File: src/rtl/bin_to_bcd_param.sv
// -----------------------------------------------------------------------------
// bin_to_bcd_param
// Multi-cycle binary-to-BCD converter (shift-and-add-3, one bit per clock).
// It sits between the weighing-scale weight accumulator and the 7-segment
// display driver.
//
// Parameters:
//   BIN_W   binary input width (>= 1)
//   DIGITS  number of BCD output digits (>= 1)
//
// Ports:
//   CLK     rising-edge clock
//   RST     asynchronous, active-high reset
//   START   conversion request; sampled only while idle
//   BIN     unsigned input value, captured on the edge that accepts START
//   BCDOUT  result; digit 0 (units) is in [3:0]
//   BUSY    high while a conversion is in progress
//   DONE    one-cycle pulse when BCDOUT/OVF have just been updated
//   OVF     captured BIN >= 10**DIGITS; valid alongside BCDOUT
//
// Build option:
//   BIN2BCD_SATURATE_EN  when defined, an overflowing result shows all nines
//                        instead of BIN mod 10**DIGITS. OVF is the same either way.
// -----------------------------------------------------------------------------
module bin_to_bcd_param #(
   parameter int BIN_W  = 16,
   parameter int DIGITS = 4
) (
   input  logic                  CLK,
   input  logic                  RST,
   input  logic                  START,
   input  logic [BIN_W-1:0]      BIN,
   output logic [4*DIGITS-1:0]   BCDOUT,
   output logic                  BUSY,
   output logic                  DONE,
   output logic                  OVF
);

   localparam int BCD_W = 4 * DIGITS;
   localparam int CNT_W = $clog2(BIN_W + 1);

   typedef enum logic [1:0] {
      IDLE,
      CONV,
      FINISH
   } state_t;

   state_t             state;
   logic [BIN_W-1:0]   bin_reg;
   logic [BCD_W-1:0]   scratch;
   logic               sticky_ovf;
   logic [CNT_W-1:0]   count;

   // Per-digit add-3 correction. Each nibble is corrected on its own; a
   // corrected digit is at most 12, so no carry crosses a digit boundary.
   logic [BCD_W-1:0]   adjusted;

   always_comb begin
      // NOTE: give every combinational output a default first so no path
      // leaves it unassigned; otherwise a latch is inferred.
      adjusted = scratch;
      for (int i = 0; i < DIGITS; i++) begin
         if (scratch[4*i +: 4] >= 4'd5)
            adjusted[4*i +: 4] = scratch[4*i +: 4] + 4'd3;
      end
   end

   // NOTE: state registers use non-blocking assignments so that every
   // register samples the values from before the edge, whatever the order
   // of the statements.
   always_ff @(posedge CLK or posedge RST) begin
      if (RST) begin
         state      <= IDLE;
         bin_reg    <= '0;
         scratch    <= '0;
         sticky_ovf <= 1'b0;
         count      <= '0;
         BCDOUT     <= '0;
         BUSY       <= 1'b0;
         DONE       <= 1'b0;
         OVF        <= 1'b0;
      end else begin
         DONE <= 1'b0;
         unique case (state)
            IDLE: begin
               if (START) begin
                  bin_reg    <= BIN;
                  scratch    <= '0;
                  sticky_ovf <= 1'b0;
                  count      <= '0;
                  BUSY       <= 1'b1;
                  state      <= CONV;
               end
            end

            CONV: begin
               // Shift {scratch, bin_reg} left by one. Whatever leaves the
               // top digit would be the carry into digit DIGITS, so any 1
               // seen here means the value does not fit in DIGITS digits.
               scratch    <= {adjusted[BCD_W-2:0], bin_reg[BIN_W-1]};
               bin_reg    <= bin_reg << 1;
               sticky_ovf <= sticky_ovf | adjusted[BCD_W-1];
               count      <= count + CNT_W'(1);
               if (count == CNT_W'(BIN_W - 1))
                  state <= FINISH;
            end

            FINISH: begin
`ifdef BIN2BCD_SATURATE_EN
               BCDOUT <= sticky_ovf ? {DIGITS{4'h9}} : scratch;
`else
               BCDOUT <= scratch;
`endif
               OVF   <= sticky_ovf;
               DONE  <= 1'b1;
               BUSY  <= 1'b0;
               state <= IDLE;
            end

            default: begin
               BUSY  <= 1'b0;
               state <= IDLE;
            end
         endcase
      end
   end

endmodule

File: config.mk
export PLATFORM = sky130hd
export DESIGN_NAME = bin_to_bcd_param
export DESIGN_NICKNAME = d
export VERILOG_FILES = /design/src/rtl/bin_to_bcd_param.sv
export SDC_FILE = /design/constraint.sdc
export NUM_CORES = 1
export LEC_CHECK = 0
export ABC_AREA = 1
export CORE_ASPECT_RATIO = 1.25
export CORE_MARGIN = 2
export CORE_UTILIZATION = 38
export DETAILED_ROUTE_END_ITERATION = 8
export MAX_ROUTING_LAYER = met4
export SETUP_SLACK_MARGIN = 0.5
export SKIP_LAST_GASP = 1
export SYNTH_ARGS = -nofsm -noshare
export SYNTH_HDL_FRONTEND = slang
export SYNTH_SLANG_ARGS = --single-unit
File: constraint.sdc
create_clock -name CLK -period 5.4 [get_ports CLK]
set_input_delay 1.08 -clock CLK [delete_from_list [all_inputs] [get_ports CLK]]
set_output_delay 1.08 -clock CLK [all_outputs]
set_load 0.02 [all_outputs]
==> impl_metrics.yaml <==
outcome:
  status: "completed"
global_route:
  grt_max_degree: 60
  grtUsageTotal_pct: 15.0
  antenna_found_initial: 0
  grt_pass1_vias: 2081
  grt-ovfl-total: 0
  grt_pass1_wl_mm: 9.12
place:
  place_congestion: 0.758
  dpl.hpwl_mm: 3.41
  io_buffers: 37
  place_ws_ns: 3.03
layout:
  antenna_cells: 0
  nets: 401
  num-fill-cells: 708
  multiInputGateArea_um2: 1110
  area_growth_pct: 21.8
  seq_area_um2: 1480
  drive_gt1_share_pct: 6.65
cts:
  clock_path_buffers: 2
  cts_buffers: 9
  root_buffer: "clkbuf_8"
  insertion_delay_ns: 0.33
  clk_pin_slew_ns: 0.07
  cts_tree: "yes"
  cts_resized: 0
  clkSinkCount: 59
  post_cts_buffers: 0
  cts_hold_buf: 0
  cts.htree.levels: 3
routing:
  dr.pass1.iters: 5
  drt_iter0_drc: 142
  drt_wl_total_mm: 5.21
  drc_errors: 0
  ant_nets: 0
  wire_per_inst_um: 11.2
  vias_per_cell: 4.86
  vias: 2266
power_and_ir_drop:
  powerDensity_nw_per_um2: 552
  finalPower_w: 0.00186
  ir_worst_vdd_mv: 0.171
  leakage_nw: 1.65
sta:
  post-route-period-util_pct: 43.9
  final.setup.tns_ns: 0
  fmax_mhz: 422
  period_minus_slack_ns: 2.37
  setup_viol: 0
  slew_headroom_pct: 51.5
  fin_skew_ns: 0.00478
  hold_viol_final: 0
  worstMarginPinSlew_ns: 0.727
  rsz0062_at_grt: "no"
  setup_ws_ns: 3.03
  maxSlewViolCount: 0
synth:
  netlist_top_cells_area: "dfrtp_1, nand2_1, nand3_1"
  syn_nets: 361
  synth_ff_type: "dfrtp_1"
  netlist-cell-type-count: 22
  synthCells: 332
  ys_ff_latch: 59
  async_flop_share_pct: 100
  netlist.area_leader.share_pct: 53.3
  yosysSeqAreaShare_pct: 53.3
  syn_area_per_cell_um2: 8.34
  synth_edf_count: 0
  ys_warn_count: 0
  synth_top_area_cell: "dfrtp_1"
  synth_area_um2: 2770
setup_path:
  cpMaxStageDelayCell: "clkdlybuf4s50_1"
  crit_fanout: 2
  critical_path.startpoint_type: "flop"
  worstSetupPathType: "reg2out"
  crit_chain: "clkdlybuf4s50_1"
  crit_arrival_ns: 1.29
  critPathCaptureType: "primary output"
  cp.required_ns: 4.32
  critical_path.max_stage_delay_ns: 0.61
  crit_buf_inv: 1
  crit_family: "buffers and inverters"
job:
  drv_cap: 0
floorplan:
  core_um2: 7020
  ios: 38
  dieHeight_um: 99.5
  start_util_pct: 39.5
  num_rows: 34
  die-area_um2: 7990
  die_w_um: 80.4
worst_hold_path:
  worstHoldPathType: "reg2reg"
==> final timing paths <==
kind	from	end	slack, ns	cells after the start
setup / recovery	OVF	OVF	3.03	1
hold / removal	scratch[13]	scratch[13]	0.48	2
setup reg to reg	state[0]	scratch[7]	3.94	4
hold reg to reg	scratch[13]	scratch[13]	0.48	2
max in group asynchronous	RST	BCDOUT[5]	3.65	3
min in group asynchronous	RST	bin_reg[10]	1.27	3
==> layer usage <==
| layer | wire (um) | track usage (%) | vias up |
|---|---|---|---|
| li1 | - | - | 1152 |
| met1 | 2470 | 18.5 | 1052 |
| met2 | 2400 | 23.1 | 54 |
| met3 | 219 | 4.08 | 8 |
| met4 | 118 | 6.65 | 0 |
| met5 | 0 | - | - |
==> area by class of cell <==
cell class              instances  area share (%)
clock buffers                  13            5.01
clock inverters                 2           0.297
inverters                      30            3.45
multi-input cells             234            33.0
flip-flops and latches         59            43.8
well taps                      90            3.34
repair buffers                 38            11.2
==> cell families (layout without fill, tap and decap cells) <==
family | after synthesis | count (layout) | synth area share [%]
flip-flops | 59 | 59 | 53.3
AND/OR/NAND/NOR | 187 | 187 | 28.8
buffers and inverters | 39 | 83 | 6.55
adder cells (fa/ha/maj) | 10 | 10 | 4.52
AO/OA/AOI/OAI | 37 | 37 | 6.87
==> metrics by stage <==
stage / instance area, um^2 / hold WS [ns] / instances / utilization, %
global placement: 3200 / 0.457 / 451 / 45.5
global route: 3370 / 0.498 / 466 / 48.1
finish: 3370 / 0.479 / 466 / 48.1
CTS: 3370 / 0.485 / 466 / 48.1
floorplan: 2770 / 0.442 / 332 / -
detailed placement: 3200 / 0.470 / 451 / 45.5
==> synthesized netlist by cell type, types with 2 or more instances <==
cell type and instances:
nand4_1 9, o22ai_1 2, ha_1 10, o21ai_1 19, nor2_1 13, buf_2 4
nand3_1 36, inv_2 2, inv_1 26, nand2_1 124, buf_6 2, buf_4 3
dfrtp_1 59, nand2_4 2, o21ai_0 14
==> where the power goes <==
group	total (W)	internal (W)	leakage (nW)	switching, W
Clock	0.000366	0.000200	0.0953	0.000166
Combinational	0.000772	0.000300	0.824	0.000472
Sequential	0.000726	0.000614	0.730	0.000112
Total	0.00186	0.00111	1.65	0.000749
==> cell usage in the layout (no fill, tap or decap), drive strengths merged, types with 2 or more instances in the layout <==
cell           netlist  final
inv                 29     29
ha                  10     10
nand3               36     36
nor2                15     15
o21ai               33     33
clkinv               1      3
dfrtp               59     59
clkdlybuf4s50        0     37
o22ai                2      2
clkbuf               0     13
nand4                9      9
nand2              127    127
No activity file was read; power rests on OpenSTA's default activity.
